$ cat src/rtl/arbiter_1_to_n_request_multicast_pkg.sv
// Shared types and constants for the 1-to-N multicast request arbiter.
// Latency: none (declarations only).
// Backpressure: none (declarations only).
package arbiter_1_to_n_request_multicast_pkg;

    // Drop counter width and its saturation value.
    localparam int              DROP_COUNT_WIDTH = 32;
    localparam logic [31:0]     DROP_COUNT_MAX   = 32'hFFFF_FFFF;

    // Post-reset setup sequencing: HOLD and WAIT keep the setup flag high.
    typedef enum logic [1:0] {
        SETUP_HOLD = 2'd0,
        SETUP_WAIT = 2'd1,
        SETUP_DONE = 2'd2
    } setup_state_t;

    // Occupancy counters need one extra bit so that "full" (== depth) is representable.
    function automatic int occ_width(input int depth);
        return $clog2(depth) + 1;
    endfunction

endpackage

$ cat src/rtl/arbiter_1_to_n_request_multicast_fifo_sync_fwft.sv
// Synchronous circular-buffer FIFO with first-word fall-through head and simultaneous push/pop.
// Latency: a push at edge k is visible on head_dat from cycle k when the FIFO was empty.
// Backpressure: push_rdy drops when full unless a pop is taken in the same cycle.
module fifo_sync_fwft
    import arbiter_1_to_n_request_multicast_pkg::*;
#(
    parameter int DATA_WIDTH  = 128,
    parameter int DEPTH       = 32,
    parameter int PROG_THRESH = 16
) (
    input  logic                  ap_clk,
    input  logic                  areset,
    input  logic                  push_vld,
    output logic                  push_rdy,
    input  logic [DATA_WIDTH-1:0] push_dat,
    input  logic                  pop_rdy,
    output logic                  head_vld,
    output logic [DATA_WIDTH-1:0] head_dat,
    output logic                  full,
    output logic                  prog_full,
    output logic                  empty
);

    localparam int PTR_W = $clog2(DEPTH);
    localparam int OCC_W = occ_width(DEPTH);

    logic [DATA_WIDTH-1:0] mem [DEPTH];
    logic [PTR_W-1:0]      wr_ptr;
    logic [PTR_W-1:0]      rd_ptr;
    logic [OCC_W-1:0]      occ;
    logic [OCC_W-1:0]      occ_nxt;
    logic                  full_q;
    logic                  prog_full_q;
    logic                  empty_q;
    logic                  do_push;
    logic                  do_pop;

    assign do_pop   = pop_rdy && !empty_q;
    assign push_rdy = !full_q || do_pop;
    assign do_push  = push_vld && push_rdy;

    assign head_vld  = !empty_q;
    assign head_dat  = mem[rd_ptr];
    assign full      = full_q;
    assign prog_full = prog_full_q;
    assign empty     = empty_q;

    // Next-state occupancy; a simultaneous push and pop leaves it unchanged.
    always_comb begin
        occ_nxt = occ;
        if (do_push && !do_pop) begin
            occ_nxt = occ + OCC_W'(1);
        end else if (do_pop && !do_push) begin
            occ_nxt = occ - OCC_W'(1);
        end
    end

    // Pointers, occupancy and status flags, all registered from next-state occupancy.
    always_ff @(posedge ap_clk) begin
        if (areset) begin
            wr_ptr      <= '0;
            rd_ptr      <= '0;
            occ         <= '0;
            full_q      <= 1'b0;
            prog_full_q <= 1'b0;
            empty_q     <= 1'b1;
        end else begin
            if (do_push) begin
                wr_ptr <= wr_ptr + PTR_W'(1);
            end
            if (do_pop) begin
                rd_ptr <= rd_ptr + PTR_W'(1);
            end
            occ         <= occ_nxt;
            full_q      <= (occ_nxt == OCC_W'(DEPTH));
            prog_full_q <= (occ_nxt >= OCC_W'(PROG_THRESH));
            empty_q     <= (occ_nxt == '0);
        end
    end

    // Storage array is never reset; stale entries are unreachable once pointers clear.
    always_ff @(posedge ap_clk) begin
        if (do_push) begin
            mem[wr_ptr] <= push_dat;
        end
    end

endmodule

$ cat src/rtl/arbiter_1_to_n_request_multicast.sv
// Buffers routed requests and multicasts each one to every port in its destination mask.
// Latency: request valid in cycle 0 -> buffered at edge 2 -> out_valid in cycle 3 on a free port.
// Backpressure: per-port valid/ready; a stalled port holds only its own pending bit, overflow drops and counts.
module arbiter_1_to_n_request_multicast #(
    parameter int NUM_OUT     = 4,
    parameter int DATA_WIDTH  = 128,
    parameter int FIFO_DEPTH  = 32,
    parameter int PROG_THRESH = 16,
    parameter int FORWARD_EN  = 0
) (
    input  logic                          ap_clk,
    input  logic                          areset,
    input  logic                          request_in_valid,
    input  logic [DATA_WIDTH-1:0]         request_in_payload,
    input  logic [NUM_OUT-1:0]            request_in_dest,
    input  logic                          request_in_uplink,
    output logic [NUM_OUT-1:0]            request_out_valid,
    output logic [NUM_OUT*DATA_WIDTH-1:0] request_out_payload,
    input  logic [NUM_OUT-1:0]            request_out_ready,
    output logic                          fifo_prog_full,
    output logic                          fifo_full,
    output logic                          fifo_empty,
    output logic                          fifo_setup_signal,
    output logic [31:0]                   drop_count
);

    import arbiter_1_to_n_request_multicast_pkg::*;

    // Buffered request; its widths follow the module parameters so it lives here.
    typedef struct packed {
        logic [DATA_WIDTH-1:0] payload;
        logic [NUM_OUT-1:0]    dest;
        logic                  uplink;
    } routed_request_t;

    localparam int                 REQ_W       = $bits(routed_request_t);
    localparam bit                 FWD         = (FORWARD_EN != 0);
    localparam logic [NUM_OUT-1:0] UPLINK_MASK = {1'b1, {(NUM_OUT-1){1'b0}}};

    // ---------------- stage 0 ----------------
    logic            s0_vld;
    routed_request_t s0_req;

    // Input valid register; the only stage-0 bit that reset clears.
    always_ff @(posedge ap_clk) begin
        if (areset) begin
            s0_vld <= 1'b0;
        end else begin
            s0_vld <= request_in_valid;
        end
    end

    // Input datapath register, qualified by s0_vld so it needs no reset.
    always_ff @(posedge ap_clk) begin
        s0_req.payload <= request_in_payload;
        s0_req.dest    <= request_in_dest;
        s0_req.uplink  <= request_in_uplink;
    end

    // ---------------- stage 1: buffer push / drop ----------------
    logic mask_ok;
    logic push_vld;
    logic push_rdy;
    logic drop_evt;

    // A request with no destination is only routable when it is forwarded to the uplink.
    assign mask_ok  = (s0_req.dest != '0) || (FWD && s0_req.uplink);
    assign push_vld = s0_vld && mask_ok;
    assign drop_evt = s0_vld && !(mask_ok && push_rdy);

    logic             head_vld;
    logic [REQ_W-1:0] head_raw;
    routed_request_t  head_req;
    logic             head_pop;

    fifo_sync_fwft #(
        .DATA_WIDTH (REQ_W),
        .DEPTH      (FIFO_DEPTH),
        .PROG_THRESH(PROG_THRESH)
    ) u_req_fifo (
        .ap_clk   (ap_clk),
        .areset   (areset),
        .push_vld (push_vld),
        .push_rdy (push_rdy),
        .push_dat (s0_req),
        .pop_rdy  (head_pop),
        .head_vld (head_vld),
        .head_dat (head_raw),
        .full     (fifo_full),
        .prog_full(fifo_prog_full),
        .empty    (fifo_empty)
    );

    assign head_req = head_raw;

    // ---------------- head issue / pending mask ----------------
    logic [NUM_OUT-1:0]    head_mask;
    logic [NUM_OUT-1:0]    pending_q;
    logic                  head_loaded;
    logic                  pop_bubble;
    logic                  can_issue;
    logic [NUM_OUT-1:0]    eff_pending;
    logic [NUM_OUT-1:0]    port_free;
    logic [NUM_OUT-1:0]    issue;
    logic [NUM_OUT-1:0]    remaining;
    logic [NUM_OUT-1:0]    out_valid_q;
    logic [DATA_WIDTH-1:0] out_payload_q [NUM_OUT];

    // Uplink traffic goes only to the last port; otherwise the route mask is used as-is.
    assign head_mask = (FWD && head_req.uplink) ? UPLINK_MASK : head_req.dest;

    // A fresh head uses its own mask; a partly issued head uses the saved remainder.
    // The cycle after every pop is a deliberate bubble so issue timing is fixed.
    assign can_issue   = head_vld && !pop_bubble;
    assign eff_pending = head_loaded ? pending_q : head_mask;
    assign port_free   = ~out_valid_q | request_out_ready;
    assign issue       = can_issue ? (eff_pending & port_free) : '0;
    assign remaining   = eff_pending & ~port_free;
    assign head_pop    = can_issue && (remaining == '0);

    // Track which destinations of the current head are still outstanding.
    always_ff @(posedge ap_clk) begin
        if (areset) begin
            head_loaded <= 1'b0;
            pending_q   <= '0;
            pop_bubble  <= 1'b0;
        end else begin
            pop_bubble <= head_pop;
            if (head_pop) begin
                head_loaded <= 1'b0;
                pending_q   <= '0;
            end else if (can_issue) begin
                head_loaded <= 1'b1;
                pending_q   <= remaining;
            end
        end
    end

    // Per-port valid: set on issue, cleared on acceptance, otherwise held.
    always_ff @(posedge ap_clk) begin
        if (areset) begin
            out_valid_q <= '0;
        end else begin
            for (int i = 0; i < NUM_OUT; i++) begin
                if (issue[i]) begin
                    out_valid_q[i] <= 1'b1;
                end else if (request_out_ready[i]) begin
                    out_valid_q[i] <= 1'b0;
                end
            end
        end
    end

    // Per-port payload register, only written on issue so it is stable while stalled.
    always_ff @(posedge ap_clk) begin
        for (int i = 0; i < NUM_OUT; i++) begin
            if (issue[i]) begin
                out_payload_q[i] <= head_req.payload;
            end
        end
    end

    assign request_out_valid = out_valid_q;

    for (genvar g = 0; g < NUM_OUT; g++) begin : g_out
        assign request_out_payload[g*DATA_WIDTH +: DATA_WIDTH] = out_payload_q[g];
    end

    // ---------------- drop counter ----------------
    logic [DROP_COUNT_WIDTH-1:0] drop_q;

    // Count overflow and unroutable requests, saturating at the maximum.
    always_ff @(posedge ap_clk) begin
        if (areset) begin
            drop_q <= '0;
        end else if (drop_evt && (drop_q != DROP_COUNT_MAX)) begin
            drop_q <= drop_q + 32'd1;
        end
    end

    assign drop_count = drop_q;

    // ---------------- setup sequencing ----------------
    setup_state_t setup_state;
    logic         setup_q;

    // Setup flag stays high for two edges after reset is released.
    always_ff @(posedge ap_clk) begin
        if (areset) begin
            setup_state <= SETUP_HOLD;
            setup_q     <= 1'b1;
        end else begin
            case (setup_state)
                SETUP_HOLD: begin
                    setup_state <= SETUP_WAIT;
                    setup_q     <= 1'b1;
                end
                SETUP_WAIT: begin
                    setup_state <= SETUP_DONE;
                    setup_q     <= 1'b0;
                end
                default: begin
                    setup_state <= SETUP_DONE;
                    setup_q     <= 1'b0;
                end
            endcase
        end
    end

    assign fifo_setup_signal = setup_q;

endmodule
$ cat config.mk
export PLATFORM = sky130hd
export DESIGN_NAME = arbiter_1_to_n_request_multicast
export DESIGN_NICKNAME = d
export VERILOG_FILES = /design/src/rtl/arbiter_1_to_n_request_multicast_pkg.sv /design/src/rtl/arbiter_1_to_n_request_multicast_fifo_sync_fwft.sv /design/src/rtl/arbiter_1_to_n_request_multicast.sv
export SDC_FILE = /design/constraint.sdc
export NUM_CORES = 2
export LEC_CHECK = 0
export BUFFER_PORTS_ARGS = -buffer_cell sky130_fd_sc_hd__buf_2
export CAP_MARGIN = 20
export CORE_MARGIN = 3
export CORE_UTILIZATION = 55
export DETAILED_ROUTE_END_ITERATION = 8
export PLACE_DENSITY_LB_ADDON = 0.05
export SYNTH_ARGS = -nofsm -noshare
export SYNTH_HDL_FRONTEND = slang
export SYNTH_MEMORY_MAX_BITS = 65536
export SYNTH_SLANG_ARGS = --single-unit
$ cat constraint.sdc
create_clock -name ap_clk -period 8.3 [get_ports ap_clk]
set_input_delay 0.415 -clock ap_clk [delete_from_list [all_inputs] [get_ports ap_clk]]
set_output_delay 0.415 -clock ap_clk [all_outputs]
set_load 0.03 [all_outputs]
==> impl_results.md <==
* Highest ir drop seen on vdd at 0.2994 mV
* Layout area overhead at 16.15%
* Overall track demand over capacity in global routing at 25.68%
* Fmax at 0.1659 GHz
* Relative max-transition margin at 24.80%
* Mean Syn Cell Area at 24.42 µm²
* Placer congestion estimate at 0.7434
* Share of final-layout standard cells stronger than drive strength 1 at 32.63%
* Slowest stage cell, crit path: sky130_fd_sc_hd__nor2_4
* Initial antenna violation count at 8
* Clock tree skew after final layout at 56.52 ps
* Maximum number of pins on one net before global-route repair at 142
* Complex-gate fraction of the synthesized area at 0.3027%
* Total of max-cap violations at 0
* Routed Wire Length at 430.0 mm
* Critical Path Max Stage Delay at 1000 ps
* Instance area at placement at 0.1910 mm²
* Portion of total power attributed to combinational logic at 18.5%
* Initial core utilization at 55.29%
* Proportion of synthesized flip-flops having asynchronous set or reset at 0%
* Post-layout utilization of the core at 64.22%
* Number of enable flip-flop cells after synthesis at 4736
* # hold bufs at CTS at 199
* Setup fix buffers added after clock tree synthesis at 0
* Xor and xnor area share after synthesis at 0.1742%
* Area of the multi-input gates at 0.03356 mm²
* Clock root buffer master: sky130_fd_sc_hd__clkbuf_16
* Clock transition at the registers of the reported paths at 60 ps
* Overall die width at 579.7 µm
* Number of H-tree levels at 6
* Fin nets at 8824
* Detailed-router iteration count before antenna repair at 5
* Dpl hpwl at 205.4 mm
* Worst path arrival time at 6640 ps
* Main combinational cell family by area after synthesis: multiplexers
* Power share of the sequential group at 46.4%
* Routed wl met2 at 210.8 mm
* Maximum number of buffers from clock root to sink at 4
* Worst-case setup slack after placement at 2251 ps
* Buf/Inv on CP at 2
* Worst-path cell chain: buf_12, nand3_1, a311oi_1, a2111oi_4, a21oi_1, a31oi_2, nor2_2, nand2_1, nor2_4, buf_4
* Standard cell core area at 0.3274 mm²
* Min-delay worst type: in2reg
* Post-synth top area share at 78.56%
* Cell count after placement at 12280
* Status: completed
* I/O pin cnt at 692
* Final number of hold-violating endpoints at 0
* Internal portion of total power at 47430 µW
* Fin. max-slew vios at 0
* Clock share of power at 35.2%
* Top post-synthesis cells by area: sky130_fd_sc_hd__edfxtp_1, sky130_fd_sc_hd__mux4_2, sky130_fd_sc_hd__dfxtp_1, sky130_fd_sc_hd__nand2_1, sky130_fd_sc_hd__clkbuf_1
* Synth area leader: sky130_fd_sc_hd__edfxtp_1
* Hold path depth at 2
* Routed length on met1 at 182.5 mm
* CP endpoint kind: flop
* Worst-case register-to-register setup slack at 2270 ps
* Fraction of the cycle the final worst path needs at 72.62%
* Fin area at 0.2103 mm²
* R2R Path End: u_req_fifo.mem[20][85]
* Net count after synthesis at 7561
* Synthesized-area fraction occupied by adder cells at 0.05529%
* Max Fanout on Critical Path at 123
* Standard-cell row count at 210
* Final Non-Filler Cells at 13450
* Layout filler cell count at 21660
* Summed instance area of the synthesized netlist at 0.1810 mm²
* DR vias/cell at 6.188
* Switching power total at 16790 µW
* Total Die Area at 0.3361 mm²
* Required time worst endpoint at 8910 ps
* Final count of negative-setup-slack endpoints at 0
* Proportion of synthesized area in mux cells at 16.37%
* Switch share at 26.15%
* Worst path setup slack after routing at 2273 ps
* Seq. cell area at 0.1463 mm²
* P_leak at 0.06674 µW
* Register area share after synthesis at 80.79%
* Power per standard cell area at 305.5 mW/mm²
* CP delay by family, top: simple AND/OR/NAND/NOR gates
* DRC violations left at 0
* Terminating pin of the worst hold path: s0_req[65]
* Top FF cell, synth: sky130_fd_sc_hd__edfxtp_1
* Simple-gate area share of the yosys netlist at 1.492%
* Routed length per instance at 31.97 µm
* Sum of met3 wire segment lengths after detailed routing at 28.72 mm
* RSZ-0062 raised after global routing: no
* Max layer used: met4
* Num CTS Buffers at 525
* Cell count of the worst reg-to-reg path at 10
* Number of global-route vias before repair at 86540
* Vert. Die Dim at 579.7 µm
* Post-cts resize count at 0
* Antenna viol nets, final at 0
* Total overflow reported by the global router at 0
* First-pass GRT wire length at 622.8 mm
* Startpoint type of the worst setup path: flop
* DRC marker count from the first detailed-route iteration at 9307
* Number of synthesized register bits at 4938
* Number of warnings issued by yosys at 0
* Start-to-end type of the worst setup path: reg2reg
* Number of buffers added on ports at 690
* Clock latency reported for the late side of the worst-skew pair at 1020 ps
* Cell variety after synth at 60
* Number of cells produced by synthesis at 7413
* CTS tree: yes
* Clock Sink Count at 4938
* Slew at the pin closest to its max-slew limit at 1128 ps
* Accumulated negative setup slack at 0 ps
* Start point of the worst hold path: request_in_payload[60]
* Detailed-route via count at 83210
* Min Tclk post-route at 6027 ps
-- power by group through the flow --
stage	registers, µW	clock network, µW	logic (µW)
finish	29800	22600	11900
global route	29900	24000	12600
CTS	29800	23000	12000
detailed placement	30300	0	11900
global placement	30200	0	11900
floorplan	32500	0	6520
-- final cells by class --
type | count | area share [%]
antenna | 6 | 0.007141
timing repair buffer | 1078 | 3.855
inverter | 20 | 0.04284
tap | 4346 | 2.586
sequential | 4938 | 69.57
clock buffer | 749 | 7.177
multi-input combinational | 2113 | 15.96
clock inverter | 198 | 0.8027
-- through the flow --
| stage | total power [µW] | hold WS, ps |
|---|---|---|
| 2_1_floorplan | 39060 | 392.0 |
| 3_3_place_gp | 42090 | 400.2 |
| 3_5_place_dp | 42250 | 404.3 |
| 4_1_cts | 64840 | 0.1139 |
| 5_1_grt | 66570 | 25.59 |
| 6_report | 64230 | 59.41 |
-- worst reg2reg max path, cell delays in order (launching register included) --
cell and delay, ps:
sky130_fd_sc_hd__dfxtp_4 720, sky130_fd_sc_hd__buf_12 610, sky130_fd_sc_hd__nand3_1 200, sky130_fd_sc_hd__a311oi_1 590, sky130_fd_sc_hd__a2111oi_4 130, sky130_fd_sc_hd__a21oi_1 280
sky130_fd_sc_hd__a31oi_2 160, sky130_fd_sc_hd__nor2_2 490, sky130_fd_sc_hd__nand2_1 630, sky130_fd_sc_hd__nor2_4 1000, sky130_fd_sc_hd__buf_4 750
-- sequential cells by signal, indices dropped and copies added, names as in the netlist, 2 cells and up, named ones only --
signal and count:
out_payload_q 512, s0_req 132, u_req_fifo.mem 4224, setup_state 2, request_out_valid 4, u_req_fifo.occ 6, u_req_fifo.wr_ptr 5, drop_count 32
u_req_fifo.rd_ptr 5, pending_q 4
-- synthesized netlist by cell type, types with 14 or more instances --
cell type	number
sky130_fd_sc_hd__a21oi_1	18
sky130_fd_sc_hd__a22oi_1	14
sky130_fd_sc_hd__buf_1	19
sky130_fd_sc_hd__buf_2	47
sky130_fd_sc_hd__clkbuf_1	265
sky130_fd_sc_hd__dfxtp_1	202
sky130_fd_sc_hd__edfxtp_1	4736
sky130_fd_sc_hd__inv_1	19
sky130_fd_sc_hd__mux2i_1	54
sky130_fd_sc_hd__mux4_2	1291
sky130_fd_sc_hd__nand2_1	427
sky130_fd_sc_hd__nand3_1	26
sky130_fd_sc_hd__nor2_1	99
sky130_fd_sc_hd__nor2b_1	15
sky130_fd_sc_hd__nor3_1	15
sky130_fd_sc_hd__o21ai_0	18
sky130_fd_sc_hd__xnor2_1	24
-- how the worst max path moves through the flow --
stage | slack (ps) | to | cells after the start
2_1_floorplan | -280 | u_req_fifo.mem[31][100] | 10
6_report | 2270 | u_req_fifo.mem[20][85] | 10
5_1_grt | 1990 | u_req_fifo.mem[20][85] | 10
4_1_cts | 2230 | u_req_fifo.mem[20][85] | 10
3_3_place_gp | 2350 | u_req_fifo.mem[20][85] | 10
3_5_place_dp | 2250 | u_req_fifo.mem[20][85] | 10
-- layer usage --
metal | GRT usage (%) | vias up
met4 | 5.178 | 0
met1 | 38.39 | 45480
li1 | - | 34000
met5 | 0 | -
met2 | 41.25 | 3190
met3 | 3.784 | 536
-- placed cells by master (no fill, tap or decap), drive strengths merged, types with 22 or more instances in the layout --
cell type    instances
mux2i               54
dfxtp              202
nor2               100
clkbuf             749
clkinv             148
bufinv              22
nand2              427
inv                 36
nand3               27
edfxtp            4736
xnor2               24
buf                879
mux4              1291
dlygate4sd3        199
-- kinds of logic after synthesis --
| kind of cell | after synthesis |
|---|---|
| buffers and inverters | 362 |
| DFF | 4938 |
| and+or+nand+nor | 645 |
| AOI/OAI and AO/OA | 78 |
| xor gates and xnor gates | 36 |
| adders and majority gates | 8 |
| muxes | 1346 |
Note: power is estimated with default switching activity, not from simulation.
